### src/rtl/key_scan_encoder_if.sv
// Raw switch rows in, debounced key events and buzzer drive out.
interface key_scan_encoder_if;
    logic [4:0] input_row1;
    logic [4:0] input_row2;
    logic [4:0] input_row3;
    logic [4:0] input_row4;
    logic       key_valid;
    logic [4:0] key_code;
    logic       key_held;
    logic       beep;

    modport master (
        output input_row1, input_row2, input_row3, input_row4,
        input  key_valid, key_code, key_held, beep
    );

    modport slave (
        input  input_row1, input_row2, input_row3, input_row4,
        output key_valid, key_code, key_held, beep
    );
endinterface

### src/rtl/key_scan_encoder.sv
// Synchronizes and debounces the 20 active-low switch lines, encodes the 18 mapped
// keys into single-cycle key events and drives the key-click buzzer.
module key_scan_encoder #(
    parameter int unsigned DEBOUNCE_CYCLES = 8,
    parameter int unsigned CNT_W           = 4,
    parameter int unsigned BEEP_CYCLES     = 16
) (
    input  logic                sys_clk,
    input  logic                rst_n,
    key_scan_encoder_if.slave   bus
);

    localparam int unsigned N_LINES = 20;
    localparam int unsigned N_KEYS  = 18;
    localparam int unsigned CODE_W  = 5;
    localparam int unsigned BEEP_W  = (BEEP_CYCLES > 1) ? $clog2(BEEP_CYCLES) : 1;

    typedef enum logic [1:0] {
        IDLE      = 2'd0,
        DEB_PRESS = 2'd1,
        HELD      = 2'd2,
        DEB_REL   = 2'd3
    } state_e;

    logic [N_LINES-1:0] raw;
    logic [N_LINES-1:0] sync1_q;
    logic [N_LINES-1:0] sync2_q;
    logic [N_LINES-1:0] pressed;
    logic [N_KEYS-1:0]  hot;
    logic               single;
    logic               none;
    logic [CODE_W-1:0]  cur;
    logic               unused_rows;

    state_e             state_q,     state_d;
    logic [CNT_W-1:0]   cnt_q,       cnt_d;
    logic [CODE_W-1:0]  cand_q,      cand_d;
    logic               key_valid_q, key_valid_d;
    logic [CODE_W-1:0]  key_code_q,  key_code_d;
    logic               key_held_q,  key_held_d;
    logic               beep_q,      beep_d;
    logic [BEEP_W-1:0]  beep_cnt_q,  beep_cnt_d;

    assign raw = {bus.input_row4, bus.input_row3, bus.input_row2, bus.input_row1};

    // Two-flop synchronizer; reset value is all-released
    always_ff @(posedge sys_clk or negedge rst_n) begin
        if (!rst_n) begin
            sync1_q <= '1;
            sync2_q <= '1;
        end else begin
            sync1_q <= raw;
            sync2_q <= sync1_q;
        end
    end

    assign pressed = ~sync2_q;

    // Key map, code 17 down to code 0; row4[1] and row4[3] are not keys
    assign hot = {pressed[19], pressed[4],  pressed[3],  pressed[17], pressed[9],  pressed[14],
                  pressed[8],  pressed[13], pressed[2],  pressed[1],  pressed[0],  pressed[7],
                  pressed[6],  pressed[5],  pressed[12], pressed[11], pressed[10], pressed[15]};
    assign unused_rows = pressed[16] ^ pressed[18];

    assign single = $onehot(hot);
    assign none   = (hot == '0);

    always_comb begin
        cur = '0;
        for (int i = 0; i < N_KEYS; i++) begin
            if (hot[i]) cur = CODE_W'(i);
        end
    end

    always_ff @(posedge sys_clk or negedge rst_n) begin
        if (!rst_n) begin
            state_q     <= IDLE;
            cnt_q       <= '0;
            cand_q      <= '0;
            key_valid_q <= 1'b0;
            key_code_q  <= '0;
            key_held_q  <= 1'b0;
            beep_q      <= 1'b0;
            beep_cnt_q  <= '0;
        end else begin
            state_q     <= state_d;
            cnt_q       <= cnt_d;
            cand_q      <= cand_d;
            key_valid_q <= key_valid_d;
            key_code_q  <= key_code_d;
            key_held_q  <= key_held_d;
            beep_q      <= beep_d;
            beep_cnt_q  <= beep_cnt_d;
        end
    end

    always_comb begin
        state_d     = state_q;
        cnt_d       = cnt_q;
        cand_d      = cand_q;
        key_valid_d = 1'b0;
        key_code_d  = key_code_q;
        key_held_d  = key_held_q;
        beep_d      = beep_q;
        beep_cnt_d  = beep_cnt_q;

        case (state_q)
            IDLE: begin
                if (single) begin
                    cand_d  = cur;
                    cnt_d   = '0;
                    state_d = DEB_PRESS;
                end
            end
            DEB_PRESS: begin
                if (single && (cur == cand_q)) begin
                    if (cnt_q == CNT_W'(DEBOUNCE_CYCLES - 1)) begin
                        key_valid_d = 1'b1;
                        key_code_d  = cand_q;
                        key_held_d  = 1'b1;
                        state_d     = HELD;
                    end else begin
                        cnt_d = cnt_q + CNT_W'(1);
                    end
                end else begin
                    state_d = IDLE;
                end
            end
            HELD: begin
                if (none) begin
                    cnt_d   = '0;
                    state_d = DEB_REL;
                end
            end
            DEB_REL: begin
                // A bounce back to any mapped key resumes HELD without a new event
                if (none) begin
                    if (cnt_q == CNT_W'(DEBOUNCE_CYCLES - 1)) begin
                        key_held_d = 1'b0;
                        state_d    = IDLE;
                    end else begin
                        cnt_d = cnt_q + CNT_W'(1);
                    end
                end else begin
                    state_d = HELD;
                end
            end
            default: state_d = IDLE;
        endcase

        // Buzzer: a new event always restarts a full-length click
        if (key_valid_d) begin
            beep_d     = 1'b1;
            beep_cnt_d = BEEP_W'(BEEP_CYCLES - 1);
        end else if (beep_q) begin
            if (beep_cnt_q == '0) begin
                beep_d = 1'b0;
            end else begin
                beep_cnt_d = beep_cnt_q - BEEP_W'(1);
            end
        end
    end

    assign bus.key_valid = key_valid_q;
    assign bus.key_code  = key_code_q;
    assign bus.key_held  = key_held_q;
    assign bus.beep      = beep_q;

endmodule

### src/flat_wrapper.sv
// flat-port wrapper written by rule: the top's interface ports become plain ports
module key_scan_encoder_flat 
#(
    parameter int unsigned DEBOUNCE_CYCLES = 8,
    parameter int unsigned CNT_W           = 4,
    parameter int unsigned BEEP_CYCLES     = 16
)
  (sys_clk, rst_n, bus_input_row1, bus_input_row2, bus_input_row3, bus_input_row4, bus_key_valid, bus_key_code, bus_key_held, bus_beep);
  key_scan_encoder_if bus_i ();
  input  logic sys_clk;
  input  logic rst_n;
  input wire logic [$bits(bus_i.input_row1)-1:0] bus_input_row1;
  input wire logic [$bits(bus_i.input_row2)-1:0] bus_input_row2;
  input wire logic [$bits(bus_i.input_row3)-1:0] bus_input_row3;
  input wire logic [$bits(bus_i.input_row4)-1:0] bus_input_row4;
  output wire logic [$bits(bus_i.key_valid)-1:0] bus_key_valid;
  output wire logic [$bits(bus_i.key_code)-1:0] bus_key_code;
  output wire logic [$bits(bus_i.key_held)-1:0] bus_key_held;
  output wire logic [$bits(bus_i.beep)-1:0] bus_beep;
  assign bus_i.input_row1 = bus_input_row1;
  assign bus_i.input_row2 = bus_input_row2;
  assign bus_i.input_row3 = bus_input_row3;
  assign bus_i.input_row4 = bus_input_row4;
  assign bus_key_valid = bus_i.key_valid;
  assign bus_key_code = bus_i.key_code;
  assign bus_key_held = bus_i.key_held;
  assign bus_beep = bus_i.beep;
  key_scan_encoder #(.DEBOUNCE_CYCLES(DEBOUNCE_CYCLES), .CNT_W(CNT_W), .BEEP_CYCLES(BEEP_CYCLES)) u_core (.sys_clk(sys_clk), .rst_n(rst_n), .bus(bus_i));
endmodule
### config.mk
export PLATFORM = sky130hd
export DESIGN_NAME = key_scan_encoder_flat
export DESIGN_NICKNAME = d
export VERILOG_FILES = /design/src/rtl/key_scan_encoder_if.sv /design/src/rtl/key_scan_encoder.sv /design/src/flat_wrapper.sv
export SDC_FILE = /design/constraint.sdc
export NUM_CORES = 1
export LEC_CHECK = 0
export CAP_MARGIN = 40
export CORE_MARGIN = 2
export CORE_UTILIZATION = 50
export CTS_CLUSTER_DIAMETER = 120
export CTS_CLUSTER_SIZE = 30
export DETAILED_ROUTE_END_ITERATION = 10
export PLACE_DENSITY = 0.72
export SKIP_CTS_REPAIR_TIMING = 1
export SLEW_MARGIN = 20
export SYNTH_ARGS = -nofsm -noshare
export SYNTH_HDL_FRONTEND = slang
export SYNTH_SLANG_ARGS = --single-unit
### constraint.sdc
create_clock -name sys_clk -period 13.7 [get_ports sys_clk]
set_clock_uncertainty 0.15 [all_clocks]
set_input_delay 2.74 -clock sys_clk [delete_from_list [all_inputs] [get_ports sys_clk]]
set_output_delay 2.74 -clock sys_clk [all_outputs]
set_load 0.005 [all_outputs]
* Word level (Yosys, flattened, before mapping) *
Index checks and enable logic that the tools add are counted.

word-level totals
  output and inout port bits = 8
  flip-flop bits (word level) = 63
  input port bits = 22

cells by class
  muxes and demuxes = 44
  bitwise gates (word level) = 1
  reductions and logical operators = 12
  add/subtract/negate cells = 19
  equal/unequal tests = 15

operators with widths
  operator                                                               number
  4-bit two-way mux                                                      16
  5-bit adder                                                            8
  20-bit inverter                                                        1
  1-bit by 1-bit adder with 2-bit output                                 9
  18-bit zero test                                                       1
  2-bit two-way mux                                                      8
  4-bit one-hot mux with 4 select lines                                  1
  2-bit by 1-bit != test with 1-bit output, second input constant        7
  3-bit two-way mux                                                      4
  1-bit two-way mux                                                      11
  5-bit two-way mux                                                      2
  2-bit one-hot mux with 4 select lines                                  1
  4-bit AND reduction                                                    2
  3-bit != test, second input constant                                   2
  5-bit by 1-bit equality test with 1-bit output, second input constant  1
  5-bit equality test                                                    1
  5-bit AND reduction                                                    1
  4-bit by 1-bit adder with 4-bit output, second input constant          1
  2-bit equality test, second input constant                             2
  4-bit by 3-bit equality test with 1-bit output, second input constant  1
  4-bit zero test                                                        1
  2-bit AND reduction                                                    2
  2-bit nonzero test                                                     2
  4-bit by 1-bit subtractor with 4-bit output, second input constant     1
  5 further kinds                                                        5

* Longest topological paths before layout *
Gate-level depths: netlist of run 1.

  depth after elaboration = 24
  mapped depth = 20
  depth with buffers taken out = 19

* Least setup slack after synthesis of run 1 *
OpenSTA, ideal clock, no wires.

  path kind = register -> register
  from = register u_core.sync2_q[7]
  to = register u_core.key_code_q[2] (netlist: u_core.bus.key_code[2])
  library setup time = 0.125 ns
  arrival = 5.830 ns
  stages on the path, launching flop included = 19
  slack = 7.595 ns
  cells stage by stage = dfstp_2 -> inv_1 -> ha_1 -> inv_1 -> fa_1 -> inv_1 -> fa_1 -> fa_1 -> inv_1 -> fa_1 -> fa_1 -> fa_1 -> or4b_1 -> or4_4 -> a2111oi_2 -> o2111a_2 -> nand3_4 -> buf_6 -> mux2_4

between the ends
  longest elaborated chain between the ends = 16
  elaborated cells between the ends (all ways) = 22

ends and longest elaborated chain
  what                                                                  RTL line                 source
  start, declared                                                       key_scan_encoder.sv:27   logic [N_LINES-1:0] sync2_q;
  start signal, assigned                                                key_scan_encoder.sv:53   sync2_q <= sync1_q;
  20-bit inverter *                                                     key_scan_encoder.sv:57   assign pressed = ~sync2_q;
  parallel branches: the longest is 13 deep, another holds 5-bit adder  n/a
  1-bit logical AND *                                                   key_scan_encoder.sv:116  if (single && (cur == cand_q)) begin
  3-bit AND reduction (no source line) *                                n/a
  end signal, assigned                                                  key_scan_encoder.sv:90   key_code_q <= key_code_d;
  end, declared                                                         key_scan_encoder.sv:39   logic [CODE_W-1:0] key_code_q, key_code_d;

Mark *: on every way between the ends.
A chain may end at the register's enable or synchronous reset.

* Worst setup path after layout of run 1 *
  from = register u_core.sync2_q[7]
  to = register u_core.cnt_q[0]

between the ends
  longest elaborated chain between the ends = 17
  elaborated cells between the ends (all ways) = 27

ends and longest elaborated chain
  what                                                                  RTL line                source
  20-bit inverter *                                                     key_scan_encoder.sv:57
  parallel branches: the longest is 15 deep, another holds 5-bit adder  n/a
  4-bit AND reduction (no source line) *                                n/a
  end signal, assigned                                                  key_scan_encoder.sv:87  cnt_q <= cnt_d;
  end, declared                                                         key_scan_encoder.sv:36  logic [CNT_W-1:0] cnt_q, cnt_d;

Marked as above.

==> impl_metrics.prom, run 1 <==
# TYPE chip_impl_metric gauge
chip_impl_metric{name="die_h",unit="µm"} 80.8
chip_impl_metric{name="fin_cells",unit=""} 358
chip_impl_metric{name="grt_max_degree",unit=""} 60
chip_impl_metric{name="post-place-ws",unit="ns"} 7.30
chip_impl_metric{name="post_synth_inst_count",unit=""} 244
chip_impl_metric{name="placementRows",unit=""} 27
chip_impl_metric{name="met3_wirelength",unit="µm"} 201
chip_impl_metric{name="synth-edff-count",unit=""} 0
chip_impl_metric{name="post_route_cells_drive_above_1_share",unit=""} 0.231
chip_impl_info{name="timing_worst_setup_path_type",value="register to register"} 1
chip_impl_metric{name="avgViaCountPerCell",unit=""} 4.94
chip_impl_metric{name="num-nets-final",unit=""} 341
chip_impl_metric{name="globalplace.congestion",unit=""} 0.831
chip_impl_metric{name="hold_viol",unit=""} 0
chip_impl_info{name="worst_hold_startpoint",value="u_core.sync1_q[4]"} 1
chip_impl_metric{name="n_antenna_cell",unit=""} 0
chip_impl_metric{name="period_utilization_post_route",unit=""} 0.466
chip_impl_metric{name="routed_via_count",unit=""} 1768
chip_impl_info{name="cts_tree",value="done"} 1
chip_impl_metric{name="final-setup-viol-count",unit=""} 0
chip_impl_metric{name="dp.final_hpwl",unit="µm"} 3280
chip_impl_metric{name="worstHoldPathCells",unit=""} 0
chip_impl_metric{name="grt_antenna_before_repair",unit=""} 0
chip_impl_info{name="crit_path_frequent_cell",value="fa_1"} 1
chip_impl_metric{name="clk-insertion-delay-late",unit="ns"} 0.33
chip_impl_metric{name="htree_num_levels",unit=""} 3
chip_impl_metric{name="first_pass_iters",unit=""} 4
chip_impl_metric{name="power.total",unit="mW"} 0.497
chip_impl_metric{name="clk_transition_reported_paths",unit="ns"} 0.06
chip_impl_info{name="worstPathCellList",value="inv_1, ha_1, inv_1, fa_1, inv_1, fa_1, fa_1, inv_1, fa_1, fa_1, fa_1, or4b_1, or4_4, nor2_1, o21a_1, a21o_1, mux2_2"} 1
chip_impl_info{name="endpoint_kind",value="register"} 1
chip_impl_metric{name="final_max_slew_viol_count",unit=""} 0
chip_impl_metric{name="grt_util_overall",unit=""} 0.166
chip_impl_metric{name="first_global_vias",unit=""} 1816
chip_impl_metric{name="asyncSetResetFlopFracSynth",unit=""} 1.00
chip_impl_metric{name="drc_errors",unit=""} 0
chip_impl_metric{name="placed_cells",unit=""} 342
chip_impl_metric{name="power-per-cell-area",unit="nW/µm²"} 142
chip_impl_metric{name="slew_headroom",unit=""} 0.541
chip_impl_info{name="result_of_the_run",value="complete, no violations"} 1
chip_impl_metric{name="timing.critical_path.arrival",unit="ns"} 6.45
chip_impl_metric{name="syn_to_final_growth",unit="%"} 19.0
chip_impl_metric{name="achievable-frequency",unit="MHz"} 157
chip_impl_metric{name="io_buffer_count",unit=""} 27
chip_impl_metric{name="floorplan.io_pins",unit=""} 30
chip_impl_metric{name="dr_wl_met2",unit="µm"} 2100
chip_impl_metric{name="timing.critical_path.slowest_cell_delay",unit="ns"} 0.56
chip_impl_metric{name="synth-warning-count",unit=""} 0
chip_impl_metric{name="tightestPinTransition",unit="ns"} 0.688
chip_impl_metric{name="yosysSeqAreaShare",unit=""} 0.517
chip_impl_metric{name="final.min_clock_period",unit="ns"} 6.38
chip_impl_info{name="startpoint_of_the_lowest_slack_register_to_register_path",value="u_core.sync2_q[7]"} 1
chip_impl_metric{name="drv.max_cap_violation_count",unit=""} 0
chip_impl_info{name="cp_slowest_cell",value="dfstp_2"} 1
chip_impl_metric{name="detail_route.iter0.violations",unit=""} 43
chip_impl_metric{name="wirelength",unit="µm"} 4390
chip_impl_metric{name="number_of_nets_still_failing_antenna_checks_after_routing",unit=""} 0
chip_impl_info{name="synth_top_flop_cell",value="dfstp_2"} 1
chip_impl_metric{name="netlist-cell-type-count",unit=""} 43
chip_impl_metric{name="design.die.area",unit="µm²"} 6520
chip_impl_metric{name="final_core_utilization",unit=""} 0.625
chip_impl_metric{name="reg2reg_setup_slack",unit="ns"} 7.32
chip_impl_info{name="clock-root-buffer",value="clkbuf_8"} 1
chip_impl_metric{name="coreArea",unit="µm²"} 5610
chip_impl_metric{name="crit_required",unit="ns"} 13.76
chip_impl_metric{name="cell_area_after_placement",unit="µm²"} 3290
chip_impl_metric{name="clkSinkCount",unit=""} 59
chip_impl_metric{name="grt_pass1_wl",unit="µm"} 7890
chip_impl_info{name="hold_class",value="register to register"} 1
chip_impl_metric{name="cp_max_fanout",unit=""} 7
chip_impl_info{name="route.top_layer_used",value="met4"} 1
chip_impl_metric{name="longest_clk_path_bufs",unit=""} 2
chip_impl_metric{name="die_width",unit="µm"} 80.8
chip_impl_metric{name="synth_area_per_cell",unit="µm²"} 12.1
chip_impl_metric{name="met1_length",unit="µm"} 2000
chip_impl_metric{name="floorplan.initialDensity",unit=""} 0.525
chip_impl_info{name="unrepaired_setup_endpoints_after_global_routing",value="false"} 1
chip_impl_metric{name="worst_r2r_path_depth",unit=""} 17
chip_impl_info{name="r2r-end",value="u_core.cnt_q[0]"} 1
chip_impl_info{name="hold_path_end",value="u_core.sync2_q[4]"} 1
chip_impl_metric{name="cts-buffers-inserted",unit=""} 9
chip_impl_metric{name="grt_overflow_total",unit=""} 0
chip_impl_info{name="startpoint_type",value="register"} 1
chip_impl_metric{name="netlist_area",unit="µm²"} 2950
chip_impl_metric{name="cellLeakagePower",unit="nW"} 1.69
chip_impl_metric{name="finish.instance_area",unit="µm²"} 3510
chip_impl_metric{name="whs",unit="ns"} 0.200
chip_impl_metric{name="wire_length_per_cell",unit="µm"} 12.3
chip_impl_metric{name="ys_ff_latch",unit=""} 59
chip_impl_metric{name="syn_nets",unit=""} 304
chip_impl_metric{name="vdd.ir_drop.worst",unit="mV"} 0.0931
chip_impl_metric{name="totalNegativeSetupSlack",unit="ns"} 0
chip_impl_metric{name="setup_slack",unit="ns"} 7.32
-- worst max-delay path by stage --
stage | depth (start not counted) | slack [ns] | to | startpoint
3_5_place_dp | 17 | 7.30 | u_core.cnt_q[0] | u_core.sync2_q[7]
5_1_grt | 17 | 6.99 | u_core.cnt_q[0] | u_core.sync2_q[7]
4_1_cts | 17 | 7.28 | u_core.cnt_q[0] | u_core.sync2_q[7]
3_3_place_gp | 17 | 7.32 | u_core.cnt_q[0] | u_core.sync2_q[7]
2_1_floorplan | 18 | 7.59 | u_core.bus.key_code[2] | u_core.sync2_q[7]
6_report | 17 | 7.32 | u_core.cnt_q[0] | u_core.sync2_q[7]
-- where the power goes --
part           switching, mW  internal, mW
Clock                 0.0634        0.0981
Combinational         0.0679        0.0645
Sequential            0.0111         0.192
-- synth_stat cells, types with 2 or more instances --
cell,count,share of area
xnor2_1,4,0.012
a21oi_1,3,0.0051
o211ai_1,2,0.0051
nand2b_1,2,0.0042
nor4_1,4,0.0085
fa_1,13,0.088
a31oi_1,3,0.0064
and3_1,2,0.0042
nand3_1,7,0.012
dfstp_2,36,0.32
nand2_1,17,0.022
o21ai_0,6,0.010
inv_1,50,0.064
mux2i_1,3,0.010
nand4_1,2,0.0042
ha_1,25,0.11
and2_1,2,0.0042
dfrtp_1,23,0.20
a211o_1,2,0.0059
nor2_1,8,0.010
a41oi_1,2,0.0059
mux2_4,2,0.010
mux2_2,6,0.023
-- flip-flops by register name, summed over array words and instances, names as in the netlist --
name / flops
u_core.beep_cnt_q: 4
u_core.bus.beep: 1
u_core.bus.key_code: 5
u_core.bus.key_held: 1
u_core.bus.key_valid: 1
u_core.cand_q: 5
u_core.cnt_q: 4
u_core.state_q: 2
u_core.sync1_q: 18
u_core.sync2_q: 18
-- routing by layer --
metal	global-route usage	up-vias
li1	-	876
met1	0.208	843
met2	0.255	40
met3	0.0567	9
met4	0.0898	0
met5	0	-
-- placed cells by master (no fill, tap or decap), drive strengths merged, types with 3 or more instances in the layout --
cell type,count
a31oi,3
dfstp,36
a21oi,3
nand3,8
dfrtp,23
nand2,17
inv,50
mux2i,3
fa,13
clkdlybuf4s50,26
nor2,8
o21ai,6
mux2,8
ha,25
clkbuf,12
xnor2,4
nor4,4
-- cell families after synthesis --
family / share of synthesized area
flops: 0.517
buf+inv: 0.0688
simple gates: 0.0947
fa+ha+maj: 0.195
compound gates: 0.0701
mux: 0.0433
xor+xnor: 0.0119
-- critical path, delay by kind of cell, from the launching register on --
family          cells  cell delay, ns
buf+inv             4            0.22
mux                 1            0.35
simple gates        3            1.39
fa+ha+maj           7            3.15
compound gates      2            0.45
flops               1            0.56
-- cell type report --
class | instances | area (µm²)
tap | 72 | 90.1
sequential | 59 | 1520
inverter | 50 | 188
timing repair buffer | 28 | 273
clock buffer | 12 | 165
fill | 449 | 2100
multi-input combinational | 133 | 1220
clock inverter | 4 | 47.5
No activity file was read; power rests on OpenSTA's default activity.
==> run 2: changes to the inputs <==
- PLACE_DENSITY: 0.72 -> 0.74
- clock period: 13.7 -> 5.1 ns (I/O delays scaled with it)
==> impl_metrics.prom, run 2 (synthesis gave the netlist of run 1 again) <==
# TYPE chip_impl_metric gauge
chip_impl_info{name="layout_commonest_cell",value="inv_1"} 1
chip_impl_metric{name="p_int",unit="mW"} 1.13
chip_impl_metric{name="grt_pass1_wl",unit="µm"} 8520
chip_impl_metric{name="grt_max_degree",unit=""} 34
chip_impl_metric{name="power.combinational.fraction",unit=""} 0.306
chip_impl_info{name="layout_common_cells",value="inv_1, dfstp_2, clkdlybuf4s50_1"} 1
chip_impl_metric{name="coreArea",unit="µm²"} 5610
chip_impl_info{name="crit_end",value="u_core.cnt_q[0]"} 1
chip_impl_info{name="hold_class",value="register to register"} 1
chip_impl_metric{name="avgViaCountPerCell",unit=""} 4.92
chip_impl_info{name="cts_tree",value="done"} 1
chip_impl_metric{name="worst_r2r_path_depth",unit=""} 17
chip_impl_metric{name="detail_route.iter0.violations",unit=""} 28
chip_impl_metric{name="die_width",unit="µm"} 80.8
chip_impl_info{name="unrepaired_setup_endpoints_after_global_routing",value="true"} 1
chip_impl_metric{name="routed_via_count",unit=""} 1875
chip_impl_metric{name="achievable-frequency",unit="MHz"} 167
chip_impl_metric{name="slew_headroom",unit=""} 0.549
chip_impl_metric{name="syn_to_final_growth",unit="%"} 29.1
chip_impl_metric{name="die_h",unit="µm"} 80.8
chip_impl_metric{name="crit_required",unit="ns"} 5.17
chip_impl_metric{name="num-nets-final",unit=""} 364
chip_impl_info{name="timing_worst_setup_path_type",value="register to register"} 1
chip_impl_info{name="clock-root-buffer",value="clkbuf_8"} 1
chip_impl_metric{name="drc_errors",unit=""} 0
chip_impl_metric{name="grt_overflow_total",unit=""} 0
chip_impl_metric{name="floorplan.io_pins",unit=""} 30
chip_impl_metric{name="grt_util_overall",unit=""} 0.179
chip_impl_metric{name="cts-buffers-inserted",unit=""} 9
chip_impl_metric{name="wire_length_per_cell",unit="µm"} 13.3
chip_impl_metric{name="final_core_utilization",unit=""} 0.678
chip_impl_metric{name="longest_clk_path_bufs",unit=""} 2
chip_impl_metric{name="power_frac_seq",unit=""} 0.350
chip_impl_metric{name="number_of_nets_still_failing_antenna_checks_after_routing",unit=""} 0
chip_impl_metric{name="period_utilization_post_route",unit=""} 1.17
chip_impl_metric{name="final-setup-viol-count",unit=""} 23
chip_impl_metric{name="globalplace.congestion",unit=""} 0.839
chip_impl_metric{name="clk_transition_reported_paths",unit="ns"} 0.07
chip_impl_info{name="r2r-end",value="u_core.cnt_q[0]"} 1
chip_impl_metric{name="htree_num_levels",unit=""} 3
chip_impl_metric{name="final_max_slew_viol_count",unit=""} 0
chip_impl_metric{name="placementRows",unit=""} 27
chip_impl_info{name="crit_path_frequent_cell",value="fa_1"} 1
chip_impl_metric{name="grt_antenna_before_repair",unit=""} 0
chip_impl_metric{name="power-per-cell-area",unit="nW/µm²"} 409
chip_impl_metric{name="drv.max_cap_violation_count",unit=""} 0
chip_impl_metric{name="io_buffer_count",unit=""} 27
chip_impl_metric{name="cp_max_fanout",unit=""} 3
chip_impl_info{name="cp_slowest_cell",value="fa_1"} 1
chip_impl_metric{name="floorplan.initialDensity",unit=""} 0.525
chip_impl_metric{name="clk-insertion-delay-late",unit="ns"} 0.33
chip_impl_metric{name="vdd.ir_drop.worst",unit="mV"} 0.236
chip_impl_metric{name="first_global_vias",unit=""} 1914
chip_impl_metric{name="dp.final_hpwl",unit="µm"} 3560
chip_impl_metric{name="first_pass_iters",unit=""} 4
chip_impl_metric{name="placed_cells",unit=""} 361
chip_impl_info{name="startpoint_type",value="register"} 1
chip_impl_metric{name="timing.critical_path.slowest_cell_delay",unit="ns"} 0.55
chip_impl_metric{name="final.min_clock_period",unit="ns"} 5.99
chip_impl_metric{name="timing.critical_path.arrival",unit="ns"} 6.06
chip_impl_info{name="violations",value="setup timing"} 1
chip_impl_metric{name="post_route_cells_drive_above_1_share",unit=""} 0.337
chip_impl_metric{name="reg2reg_setup_slack",unit="ns"} -0.89
chip_impl_metric{name="n_antenna_cell",unit=""} 0
chip_impl_metric{name="cell_area_after_placement",unit="µm²"} 3470
chip_impl_info{name="startpoint_of_the_lowest_slack_register_to_register_path",value="u_core.sync2_q[8]"} 1
chip_impl_metric{name="fin_cells",unit=""} 381
chip_impl_info{name="startpoint_of_the_most_critical_setup_path",value="u_core.sync2_q[8]"} 1
chip_impl_metric{name="worstPathBufferInverterCount",unit=""} 4
chip_impl_info{name="timing.critical_path.max_delay_family",value="adder cells"} 1
chip_impl_metric{name="power.total",unit="mW"} 1.55
chip_impl_info{name="largest_registers",value="u_core.sync1_q x18, u_core.sync2_q x18"} 1
chip_impl_metric{name="net_switching_power",unit="mW"} 0.425
chip_impl_metric{name="crit_cells",unit=""} 17
chip_impl_metric{name="tightestPinTransition",unit="ns"} 0.676
chip_impl_metric{name="swShare",unit=""} 0.273
chip_impl_info{name="result_of_the_run",value="finished with violations"} 1
chip_impl_metric{name="relative_contribution_of_the_clock_network_to_total_power",unit=""} 0.344
chip_impl_info{name="endpoint_kind",value="register"} 1
chip_impl_metric{name="design.die.area",unit="µm²"} 6520
chip_impl_metric{name="hold_viol",unit=""} 0
chip_impl_info{name="worstPathCellList",value="inv_2, ha_4, inv_2, fa_1, inv_2, fa_1, fa_1, inv_1, fa_1, fa_2, fa_1, or4b_1, or4_4, a2111oi_4, o2111a_2, a21o_1, mux2_2"} 1
chip_impl_metric{name="finish.instance_area",unit="µm²"} 3800
chip_impl_metric{name="clkSinkCount",unit=""} 59
chip_impl_metric{name="cellLeakagePower",unit="nW"} 1.82
chip_impl_metric{name="setup_slack",unit="ns"} -0.887
chip_impl_metric{name="wirelength",unit="µm"} 5060
[run 2: routing by layer]
metal | GRT usage | share of wire | vias up
met3 | 0.0500 | 0.033 | 8
met2 | 0.295 | 0.50 | 38
met5 | 0 | 0 | -
met1 | 0.220 | 0.45 | 902
met4 | 0.0864 | 0.016 | 0
li1 | - | - | 927
[run 2: cell type report]
type | count | area, µm²
multi-input cells | 133 | 1290
fillers | 401 | 1810
inverters | 50 | 188
repair buffers | 51 | 449
clock buffers | 12 | 165
flip-flops and latches | 59 | 1520
well taps | 72 | 90.1
clock inverters | 4 | 95.1
[run 2: how the worst min path moves through the flow]
stage	start	to	cells past startpoint
after CTS	u_core.sync1_q[4]	u_core.sync2_q[4]	0
final	u_core.sync1_q[4]	u_core.sync2_q[4]	0
after global placement	u_core.sync1_q[11]	u_core.sync2_q[11]	0
after detailed placement	u_core.sync1_q[0]	u_core.sync2_q[0]	0
after floorplan	u_core.sync1_q[0]	u_core.sync2_q[0]	0
after global routing	u_core.sync1_q[4]	u_core.sync2_q[4]	0
[run 2: per-stage QoR]
stage,worst slack (ns),TNS [ns],hold WS (ns)
after global routing,-1.06,-21.35,0.201
final,-0.887,-17.18,0.199
after detailed placement,-0.917,-17.13,0.197
after CTS,-0.939,-17.78,0.199
after floorplan,-0.821,-12.33,0.195
after global placement,-0.846,-15.38,0.196
[run 2: power by group through the flow]
stage | logic (mW) | clock network, mW | registers, mW
3_3_place_gp | 0.411 | 0 | 0.549
6_report | 0.476 | 0.535 | 0.544
2_1_floorplan | 0.291 | 0 | 0.544
3_5_place_dp | 0.431 | 0 | 0.550
5_1_grt | 0.544 | 0.569 | 0.548
4_1_cts | 0.441 | 0.554 | 0.543
==> run 3: changes to the inputs <==
- CORE_UTILIZATION: 50 -> 35
- CTS_CLUSTER_DIAMETER: 120 -> 40
- PLACE_DENSITY: 0.74 -> unset
- SLEW_MARGIN: 20 -> unset
==> impl_metrics.prom, run 3 (synthesis gave the netlist of run 1 again) <==
# TYPE chip_impl_metric gauge
chip_impl_info{name="startpoint_of_the_lowest_slack_register_to_register_path",value="u_core.sync2_q[7]"} 1
chip_impl_metric{name="reg2reg_setup_slack",unit="ns"} -0.91
chip_impl_metric{name="die_h",unit="µm"} 95.7
chip_impl_metric{name="achievable-frequency",unit="MHz"} 166
chip_impl_info{name="largest_registers",value="u_core.sync1_q x18, u_core.sync2_q x18"} 1
chip_impl_metric{name="die_width",unit="µm"} 95.7
chip_impl_metric{name="layout.area.seq",unit="µm²"} 1520
chip_impl_metric{name="grt_antenna_before_repair",unit=""} 0
chip_impl_metric{name="slew_headroom",unit=""} 0.539
chip_impl_metric{name="first_pass_iters",unit=""} 4
chip_impl_info{name="hold_class",value="register to register"} 1
chip_impl_metric{name="cp_max_fanout",unit=""} 3
chip_impl_metric{name="routed_via_count",unit=""} 1859
chip_impl_info{name="layout_common_cells",value="inv_1, dfstp_2, clkdlybuf4s50_1"} 1
chip_impl_metric{name="power-per-cell-area",unit="nW/µm²"} 381
chip_impl_metric{name="wire_length_per_cell",unit="µm"} 11.7
chip_impl_info{name="crit_end",value="u_core.cnt_q[0]"} 1
chip_impl_metric{name="worst_r2r_path_depth",unit=""} 17
chip_impl_info{name="cts_tree",value="done"} 1
chip_impl_metric{name="placementRows",unit=""} 33
chip_impl_metric{name="grt_overflow_total",unit=""} 0
chip_impl_metric{name="dp.final_hpwl",unit="µm"} 3640
chip_impl_metric{name="grt_util_overall",unit=""} 0.126
chip_impl_metric{name="finish.instance_area",unit="µm²"} 3790
chip_impl_metric{name="clkSinkCount",unit=""} 59
chip_impl_info{name="startpoint_of_the_most_critical_setup_path",value="u_core.sync2_q[7]"} 1
chip_impl_info{name="r2r-end",value="u_core.cnt_q[0]"} 1
chip_impl_metric{name="clk-insertion-delay-late",unit="ns"} 0.33
chip_impl_metric{name="grt_pass1_wl",unit="µm"} 8540
chip_impl_metric{name="crit_required",unit="ns"} 5.17
chip_impl_metric{name="n_antenna_cell",unit=""} 0
chip_impl_metric{name="num-nets-final",unit=""} 364
chip_impl_metric{name="clk_transition_reported_paths",unit="ns"} 0.06
chip_impl_metric{name="htree_num_levels",unit=""} 3
chip_impl_metric{name="final.fill_count",unit=""} 765
chip_impl_metric{name="floorplan.initialDensity",unit=""} 0.360
chip_impl_info{name="result_of_the_run",value="finished with violations"} 1
chip_impl_metric{name="vdd.ir_drop.worst",unit="mV"} 0.198
chip_impl_info{name="layout_commonest_cell",value="inv_1"} 1
chip_impl_info{name="timing_worst_setup_path_type",value="register to register"} 1
chip_impl_metric{name="first_global_vias",unit=""} 1923
chip_impl_metric{name="setup_slack",unit="ns"} -0.909
chip_impl_metric{name="multi_input_gate_area",unit="µm²"} 1280
chip_impl_metric{name="cts-buffers-inserted",unit=""} 9
chip_impl_metric{name="final_core_utilization",unit=""} 0.464
chip_impl_metric{name="longest_clk_path_bufs",unit=""} 2
chip_impl_metric{name="syn_to_final_growth",unit="%"} 28.7
chip_impl_metric{name="totalNegativeSetupSlack",unit="ns"} -17.67
chip_impl_info{name="endpoint_kind",value="register"} 1
chip_impl_metric{name="grt_max_degree",unit=""} 60
chip_impl_metric{name="timing.critical_path.arrival",unit="ns"} 6.08
chip_impl_info{name="unrepaired_setup_endpoints_after_global_routing",value="true"} 1
chip_impl_metric{name="cellLeakagePower",unit="nW"} 1.80
chip_impl_metric{name="avgViaCountPerCell",unit=""} 4.49
chip_impl_metric{name="final.min_clock_period",unit="ns"} 6.01
chip_impl_metric{name="tightestPinTransition",unit="ns"} 0.691
chip_impl_metric{name="design.die.area",unit="µm²"} 9170
chip_impl_metric{name="drv.max_cap_violation_count",unit=""} 0
chip_impl_metric{name="io_buffer_count",unit=""} 27
chip_impl_metric{name="coreArea",unit="µm²"} 8180
chip_impl_metric{name="detail_route.iter0.violations",unit=""} 47
chip_impl_metric{name="whs",unit="ns"} 0.201
chip_impl_metric{name="floorplan.io_pins",unit=""} 30
chip_impl_info{name="violations",value="setup timing"} 1
chip_impl_metric{name="number_of_nets_still_failing_antenna_checks_after_routing",unit=""} 0
chip_impl_metric{name="final-setup-viol-count",unit=""} 23
chip_impl_metric{name="globalplace.congestion",unit=""} 0.789
chip_impl_metric{name="period_utilization_post_route",unit=""} 1.18
chip_impl_info{name="startpoint_type",value="register"} 1
chip_impl_metric{name="power.total",unit="mW"} 1.45
chip_impl_info{name="clock-root-buffer",value="clkbuf_8"} 1
chip_impl_metric{name="final_max_slew_viol_count",unit=""} 0
chip_impl_metric{name="post_route_cells_drive_above_1_share",unit=""} 0.333
chip_impl_metric{name="cell_area_after_placement",unit="µm²"} 3500
chip_impl_metric{name="drc_errors",unit=""} 0
chip_impl_metric{name="hold_viol",unit=""} 0
chip_impl_metric{name="wirelength",unit="µm"} 4860
-- run 3: cell types whose count changed in the layout (fill, tap and decap cells not counted), sizes merged --
cell      delta
bufinv       -3
clkinvlp     +1
clkbuf       +1
clkinv       +1
-- run 3: final cells by class --
cell class | count | share of cell area
clock buffer | 13 | 0.0502
clock inverter | 3 | 0.00462
inverter | 50 | 0.0495
multi-input combinational | 133 | 0.339
sequential | 59 | 0.401
tap | 105 | 0.0347
timing repair buffer | 51 | 0.121
-- run 3: how the worst min path moves through the flow --
stage                  startpoint                 end  slack, ns  cells past startpoint
2_1_floorplan   u_core.sync1_q[0]   u_core.sync2_q[0]       0.20                      0
3_3_place_gp    u_core.sync1_q[5]   u_core.sync2_q[5]       0.20                      0
3_5_place_dp   u_core.sync1_q[17]  u_core.sync2_q[17]       0.20                      0
4_1_cts        u_core.sync1_q[12]  u_core.sync2_q[12]       0.20                      0
5_1_grt        u_core.sync1_q[12]  u_core.sync2_q[12]       0.20                      0
6_report       u_core.sync1_q[12]  u_core.sync2_q[12]       0.20                      0
-- run 3: worst max-delay path, stage by stage (launching register included) --
cell and delay (ns):
dfstp_2 0.54, inv_2 0.05, ha_4 0.25, inv_2 0.03, fa_1 0.54, inv_2 0.04, fa_1 0.46, fa_1 0.51
inv_2 0.04, fa_1 0.45, fa_2 0.36, fa_1 0.48, or4b_1 0.42, or4_4 0.57, a2111oi_4 0.22, o2111a_2 0.30
a21o_1 0.18, mux2_4 0.30
-- run 3: power breakdown --
group          leakage, nW  internal, mW  switching [mW]  total, mW
Combinational        0.998         0.262           0.223      0.486
Sequential           0.693         0.515          0.0285      0.543
Clock                0.107         0.244           0.173      0.416
Total                 1.80          1.02           0.425       1.45
-- run 3: through the flow --
stage | worst slack (ns) | std cells
2_1_floorplan | -0.821 | 244
3_3_place_gp | -0.874 | 393
3_5_place_dp | -0.908 | 393
4_1_cts | -0.921 | 409
5_1_grt | -1.12 | 414
6_report | -0.909 | 414
-- run 3: routing by layer --
metal	vias to the layer above	track usage	wire length (µm)
met5	-	0	0
met4	0	0.0643	94
met3	7	0.0407	174
met2	27	0.193	2380
met1	900	0.159	2210
li1	925	-	-
